**config.mk**
```make
export PLATFORM = sky130hd
export DESIGN_NAME = mem_port_arbiter_flat
export DESIGN_NICKNAME = d
export VERILOG_FILES = /design/src/rtl/mem_port_arbiter_if.sv /design/src/rtl/mem_port_arbiter.sv /design/src/flat_wrapper.sv
export SDC_FILE = /design/constraint.sdc
export NUM_CORES = 1
export LEC_CHECK = 0
export CAP_MARGIN = 10
export CORE_MARGIN = 2
export CORE_UTILIZATION = 43
export CTS_CLUSTER_DIAMETER = 150
export DETAILED_ROUTE_END_ITERATION = 12
export GPL_TIMING_DRIVEN = 0
export PLACE_DENSITY = 0.86
export SETUP_SLACK_MARGIN = 0.1
export SYNTH_ARGS = -nofsm -noshare
export SYNTH_HDL_FRONTEND = slang
export SYNTH_SLANG_ARGS = --single-unit
```
**constraint.sdc**
```tcl
create_clock -name clk -period 2.4 [get_ports clk]
set_input_delay 0.36 -clock clk [delete_from_list [all_inputs] [get_ports clk]]
set_output_delay 0.36 -clock clk [all_outputs]
set_load 0.01 [all_outputs]
```
**src/rtl/mem_port_arbiter_if.sv**
```systemverilog
// Bundle between the two custom-instruction requesters, the arbiter and the
// single-port coprocessor RAM.
interface mem_port_arbiter_if #(
    parameter int ADDR_W = 10,
    parameter int DATA_W = 32
);
    logic              req0;
    logic              we0;
    logic [ADDR_W-1:0] addr0;
    logic [DATA_W-1:0] wdata0;
    logic              done0;
    logic              req1;
    logic              we1;
    logic [ADDR_W-1:0] addr1;
    logic [DATA_W-1:0] wdata1;
    logic              done1;
    logic [DATA_W-1:0] rdata;
    logic              busy;
    logic [ADDR_W-1:0] mem_address;
    logic [DATA_W-1:0] mem_data;
    logic              mem_wren;
    logic [DATA_W-1:0] mem_q;

    modport slave (
        input  req0, we0, addr0, wdata0, req1, we1, addr1, wdata1, mem_q,
        output done0, done1, rdata, busy, mem_address, mem_data, mem_wren
    );

    modport master (
        output req0, we0, addr0, wdata0, req1, we1, addr1, wdata1, mem_q,
        input  done0, done1, rdata, busy, mem_address, mem_data, mem_wren
    );
endinterface

```
**src/rtl/mem_port_arbiter.sv**
```systemverilog
// Round-robin arbiter and access sequencer for one single-port RAM shared by
// two requesters; every output comes straight from a register.
//   state  | meaning
//   IDLE   | waiting for a request; arbitration happens on the leaving edge
//   ACCESS | write strobe cycle, or counting down the read latency
//   DONE   | completion pulse to the owner; last_owner updated on exit
module mem_port_arbiter #(
    parameter int ADDR_W     = 10,
    parameter int DATA_W     = 32,
    parameter int RD_LATENCY = 2
) (
    input  logic                clk,
    input  logic                reset,
    mem_port_arbiter_if.slave   bus
);
    localparam int CNT_W = 4;

    typedef enum logic [1:0] {IDLE, ACCESS, DONE} state_t;

    state_t            state, state_nx;
    logic              owner, owner_nx;
    logic              we_r, we_nx;
    logic              last_owner, last_owner_nx;
    logic [CNT_W-1:0]  cnt, cnt_nx;
    logic              done0_q, done0_nx;
    logic              done1_q, done1_nx;
    logic              busy_q, busy_nx;
    logic              wren_q, wren_nx;
    logic [ADDR_W-1:0] addr_q, addr_nx;
    logic [DATA_W-1:0] data_q, data_nx;
    logic [DATA_W-1:0] rdata_q, rdata_nx;
    logic              win;

    always_ff @(posedge clk or negedge reset) begin
        if (!reset) begin
            state      <= IDLE;
            owner      <= 1'b0;
            we_r       <= 1'b0;
            last_owner <= 1'b1;
            cnt        <= '0;
            done0_q    <= 1'b0;
            done1_q    <= 1'b0;
            busy_q     <= 1'b0;
            wren_q     <= 1'b0;
            addr_q     <= '0;
            data_q     <= '0;
            rdata_q    <= '0;
        end else begin
            state      <= state_nx;
            owner      <= owner_nx;
            we_r       <= we_nx;
            last_owner <= last_owner_nx;
            cnt        <= cnt_nx;
            done0_q    <= done0_nx;
            done1_q    <= done1_nx;
            busy_q     <= busy_nx;
            wren_q     <= wren_nx;
            addr_q     <= addr_nx;
            data_q     <= data_nx;
            rdata_q    <= rdata_nx;
        end
    end

    // Requester 1 wins when alone, or when both ask and 0 went last.
    assign win = bus.req1 & (~bus.req0 | ~last_owner);

    always_comb begin
        state_nx      = state;
        owner_nx      = owner;
        we_nx         = we_r;
        last_owner_nx = last_owner;
        cnt_nx        = cnt;
        done0_nx      = done0_q;
        done1_nx      = done1_q;
        busy_nx       = busy_q;
        wren_nx       = wren_q;
        addr_nx       = addr_q;
        data_nx       = data_q;
        rdata_nx      = rdata_q;
        case (state)
            IDLE: begin
                if (bus.req0 || bus.req1) begin
                    owner_nx = win;
                    we_nx    = win ? bus.we1 : bus.we0;
                    wren_nx  = win ? bus.we1 : bus.we0;
                    addr_nx  = win ? bus.addr1 : bus.addr0;
                    data_nx  = win ? bus.wdata1 : bus.wdata0;
                    cnt_nx   = CNT_W'(RD_LATENCY - 1);
                    busy_nx  = 1'b1;
                    state_nx = ACCESS;
                end
            end
            ACCESS: begin
                if (we_r || cnt == '0) begin
                    wren_nx  = 1'b0;
                    done0_nx = ~owner;
                    done1_nx = owner;
                    state_nx = DONE;
                    if (!we_r) rdata_nx = bus.mem_q;
                end else begin
                    cnt_nx = cnt - CNT_W'(1);
                end
            end
            DONE: begin
                done0_nx      = 1'b0;
                done1_nx      = 1'b0;
                last_owner_nx = owner;
                busy_nx       = 1'b0;
                state_nx      = IDLE;
            end
            default: state_nx = IDLE;
        endcase
    end

    assign bus.done0       = done0_q;
    assign bus.done1       = done1_q;
    assign bus.rdata       = rdata_q;
    assign bus.busy        = busy_q;
    assign bus.mem_address = addr_q;
    assign bus.mem_data    = data_q;
    assign bus.mem_wren    = wren_q;
endmodule

```
**src/flat_wrapper.sv**
```systemverilog
// flat-port wrapper written by rule: the top's interface ports become plain ports
module mem_port_arbiter_flat 
#(
    parameter int ADDR_W     = 10,
    parameter int DATA_W     = 32,
    parameter int RD_LATENCY = 2
)
  (clk, reset, bus_req0, bus_we0, bus_addr0, bus_wdata0, bus_req1, bus_we1, bus_addr1, bus_wdata1, bus_mem_q, bus_done0, bus_done1, bus_rdata, bus_busy, bus_mem_address, bus_mem_data, bus_mem_wren);
  mem_port_arbiter_if #(.ADDR_W(ADDR_W), .DATA_W(DATA_W)) bus_i ();
  input  logic clk;
  input  logic reset;
  input wire logic [$bits(bus_i.req0)-1:0] bus_req0;
  input wire logic [$bits(bus_i.we0)-1:0] bus_we0;
  input wire logic [$bits(bus_i.addr0)-1:0] bus_addr0;
  input wire logic [$bits(bus_i.wdata0)-1:0] bus_wdata0;
  input wire logic [$bits(bus_i.req1)-1:0] bus_req1;
  input wire logic [$bits(bus_i.we1)-1:0] bus_we1;
  input wire logic [$bits(bus_i.addr1)-1:0] bus_addr1;
  input wire logic [$bits(bus_i.wdata1)-1:0] bus_wdata1;
  input wire logic [$bits(bus_i.mem_q)-1:0] bus_mem_q;
  output wire logic [$bits(bus_i.done0)-1:0] bus_done0;
  output wire logic [$bits(bus_i.done1)-1:0] bus_done1;
  output wire logic [$bits(bus_i.rdata)-1:0] bus_rdata;
  output wire logic [$bits(bus_i.busy)-1:0] bus_busy;
  output wire logic [$bits(bus_i.mem_address)-1:0] bus_mem_address;
  output wire logic [$bits(bus_i.mem_data)-1:0] bus_mem_data;
  output wire logic [$bits(bus_i.mem_wren)-1:0] bus_mem_wren;
  assign bus_i.req0 = bus_req0;
  assign bus_i.we0 = bus_we0;
  assign bus_i.addr0 = bus_addr0;
  assign bus_i.wdata0 = bus_wdata0;
  assign bus_i.req1 = bus_req1;
  assign bus_i.we1 = bus_we1;
  assign bus_i.addr1 = bus_addr1;
  assign bus_i.wdata1 = bus_wdata1;
  assign bus_i.mem_q = bus_mem_q;
  assign bus_done0 = bus_i.done0;
  assign bus_done1 = bus_i.done1;
  assign bus_rdata = bus_i.rdata;
  assign bus_busy = bus_i.busy;
  assign bus_mem_address = bus_i.mem_address;
  assign bus_mem_data = bus_i.mem_data;
  assign bus_mem_wren = bus_i.mem_wren;
  mem_port_arbiter #(.ADDR_W(ADDR_W), .DATA_W(DATA_W), .RD_LATENCY(RD_LATENCY)) u_core (.clk(clk), .reset(reset), .bus(bus_i));
endmodule
```
==> metrics.md <==
| Metric | Value |
|---|---|
| Status | `complete, no violations` |
| Total die area | `9760 µm²` |
| Leakage | `2.81 nW` |
| RSZ-0062 raised after global routing | `false` |
| Diode count | `0` |
| Clk_lat worst skew | `340 ps` |
| Core ar. | `8720 µm²` |
| Sequential element share of the synthesized area | `56.4%` |
| CTS tree | `built` |
| WL final | `10,600 µm` |
| Net switching share of the total power | `33.3%` |
| Final period utilization | `81.4%` |
| Flop pwr share | `35.9%` |
| Synth-to-Final Area Change | `60.9%` |
| Average size of a mapped cell | `12.5 µm²` |
| # DRC | `0` |
| Largest family of logic cells by synthesized area | `multiplexers` |
| Reg2reg start | `u_core.state[1]` |
| First-pass GRT wire length | `16,800 µm` |
| Post-DRT Antenna Nets | `0` |
| Clk pwr share | `14.1%` |
| Detail Placement HPWL | `8320 µm` |
| Synth warn | `0` |
| Slew margin rel. | `57.2%` |
| Multiplexer area fraction after synthesis | `23.6%` |
| Slew Viols, Final | `0` |
| Critical R2R Capture | `u_core.bus.mem_data[8]` |
| Synth Area in Simple Gates | `7.74%` |
| Int Pwr | `4.79 mW` |
| Crit path required time | `2650 ps` |
| Final hold viol count | `0` |
| Synth Area in Compound Gates | `7.71%` |
| Worst path max stage delay | `530 ps` |
| Final setup margin | `448 ps` |
| Via count | `3,139` |
| CP delay by family, top | `buffers and inverters` |
| Final non-filler cell total | `634` |
| Root Driver | `clkbuf_8` |
| Initial core utilization | `44.3%` |
| Flops & latches, synth | `87` |
| # nets final | `645` |
| Switching power | `2.40 mW` |
| Rows | `34` |
| WL/cell | `16.6 µm` |
| PortBufs | `199` |
| Post-CTS sizing | `0` |
| Worst Path Buf+Inv | `3` |
| XOR/XNOR Fraction of Synth Area | `0%` |
| WS Path Type | `in2reg` |
| Final number of setup-violating endpoints | `0` |
| CTS sink cnt | `87` |
| Startpoint Class | `primary input` |
| Drt initial violations | `50` |
| Post-synthesis adder-cell area fraction | `0.648%` |
| Routability cong. | `0.738` |
| Min-delay worst type | `in2async` |
| Yosys cell types | `33` |
| Die Y-Extent | `98.8 µm` |
| H-tree depth | `3` |
| Vias in the first global route | `3,385` |
| Net Count, Synth | `434` |
| Gr ovfl total | `0` |
| Layout cell share with drive strength beyond 1 | `12.4%` |
| Worst Max-Slew Pin Slew | `638 ps` |
| Setup Fix Bufs, Post-CTS | `0` |
| Largest net degree at the start of global routing | `46` |
| Top-Level Pins | `200` |
| DR pass1 iterations | `4` |
| Reg2reg setup slack | `570 ps` |
| Fin Setup TNS | `0 ps` |
| Critical path's slowest cell | `o21ai_1` |
| Combinational share of power | `49.9%` |
| Total track usage | `21.8%` |
| Post-Place Setup Slack | `53.7 ps` |
| CP endpoint kind | `flop` |
| Peak supply drop | `0.524 mV` |
| Period minus WS final | `1950 ps` |
| Worst Reg2Reg Path Length in Cells | `6` |
| Clock buffer count from CTS | `9` |
| Max clock buf depth | `2` |
| Placed cells | `618` |
| Setup Skew | `18.1 ps` |
| Cells after Synth | `310` |
| Initial antenna violation count | `0` |
| Avg Vias per Cell | `4.95` |
| CTS clock-pin slew for the worst setup and hold paths | `80 ps` |
| Hold buffer count at cts | `0` |
| Power density over cell area | `1160 nW/µm²` |
| Critical path arrival | `2200 ps` |
| Fill cell count | `612` |
| Post-synthesis cell area | `3860 µm²` |
| Critical Path Fanout Max | `10` |
| Max Freq | `512 MHz` |
| MaxCap Viol Count | `0` |
| Worst path cell trace | `clkdlybuf4s50_1, o21ai_1, clkbuf_1, buf_2, nand2_1, o21ai_0` |
| Chip Width | `98.8 µm` |
[cell families (layout without fill, tap and decap cells)]
logic type,Yosys count,count (layout)
buffers and inverters,23,239
AOI/OAI and AO/OA,56,56
DFF,87,87
and+or+nand+nor,66,66
muxes,76,76
adders and majority gates,2,2
[worst reg2reg max path, delay by kind of cell (launching register included)]
kind,cells,cell delay [ps]
DFF,1,430
and+or+nand+nor,2,150
AOI/OAI and AO/OA,2,430
buffers and inverters,2,730
[cell usage in the layout, fill, tap and decap left out, types with 2 or more instances in the layout]
master / n
buf_12: 3
nor3_1: 2
clkbuf_1: 9
nor2_1: 6
mux2i_1: 44
clkbuf_8: 10
mux2_4: 30
nand2_1: 48
nand3_1: 2
inv_1: 4
buf_2: 6
o21ai_0: 48
mux2_2: 2
clkdlybuf4s50_1: 198
ha_1: 2
dfrtp_1: 86
clkinvlp_4: 2
[metal layers]
metal	GRT usage, %	share of wire, %
met1	26.1	40
met3	5.25	6.8
met4	6.43	1.4
met5	0	0
met2	38.9	52
[cell type report]
cell class / count / area [µm²] / area share (%)
Multi-Input combinational cell: 200 / 1540 / 24.7
Inverter: 5 / 18.8 / 0.302
Tap cell: 108 / 135 / 2.17
Buffer: 18 / 131 / 2.11
Clock inverter: 5 / 58.8 / 0.946
Sequential cell: 87 / 2180 / 35.0
Clock buffer: 11 / 141 / 2.27
Timing Repair Buffer: 200 / 2020 / 32.4
[power groups by stage]
stage	registers (mW)	clock network (mW)	logic [mW]
finish	2.58	1.02	3.59
CTS	2.59	1.05	3.64
global route	2.68	1.10	3.87
detailed placement	2.62	0	3.62
floorplan	2.88	0	1.39
global placement	2.56	0	3.51
[metrics by stage]
| stage | hold WS [ps] | util (%) | cell area [µm²] | total power, mW |
|---|---|---|---|---|
| floorplan | 64.4 | - | 3860 | 4.26 |
| finish | 10.2 | 71.3 | 6220 | 7.19 |
| global route | 31.0 | 71.3 | 6220 | 7.65 |
| CTS | 2.73 | 71.3 | 6220 | 7.28 |
| detailed placement | 392 | 69.0 | 6020 | 6.23 |
| global placement | 458 | 68.7 | 5990 | 6.07 |
[synth_stat cells, drive strengths merged]
cell	instances	share of area, %
a21boi	1	0.19
a21o	1	0.19
o31a	1	0.23
or3	1	0.16
nor2b	1	0.16
nand3	2	0.26
mux2	32	12
o21ai	49	6.3
nor3	2	0.26
a31o	1	0.23
nand2b	2	0.52
nand2	48	4.7
buf	10	2.6
dfrtp	86	56
and3	1	0.16
dfstp	1	0.68
inv	5	0.49
nor2	6	0.58
mux2i	44	11
or3b	1	0.29
or2b	1	0.19
o41ai	1	0.23
a31oi	1	0.16
clkbuf	8	0.78
nor3b	1	0.49
ha	2	0.65
a21oi	1	0.13
[how the worst max path moves through the flow]
stage | from | endpoint | slack [ps] | cells past startpoint
finish | bus_req0 | u_core.bus.mem_data[8] | 450 | 6
detailed placement | bus_req0 | u_core.bus.mem_data[4] | 50 | 6
floorplan | u_core.state[1] | u_core.bus.rdata[0] | 750 | 5
global route | bus_req0 | u_core.bus.mem_data[9] | 260 | 6
global placement | reset | u_core.bus.done0 | -2050 | 1
CTS | bus_req0 | u_core.bus.mem_data[8] | 370 | 6
[state kept, by name, summed over array words and instances (netlist names)]
name,cells
u_core.last_owner,1
u_core.bus.done0,1
u_core.bus.mem_data,32
u_core.bus.done1,1
u_core.owner,1
u_core.bus.busy,1
u_core.bus.mem_address,10
u_core.bus.mem_wren,1
u_core.bus.rdata,32
u_core.state,2
u_core.we_r,1
u_core.cnt,4
Power figures use the tool's default switching activity.
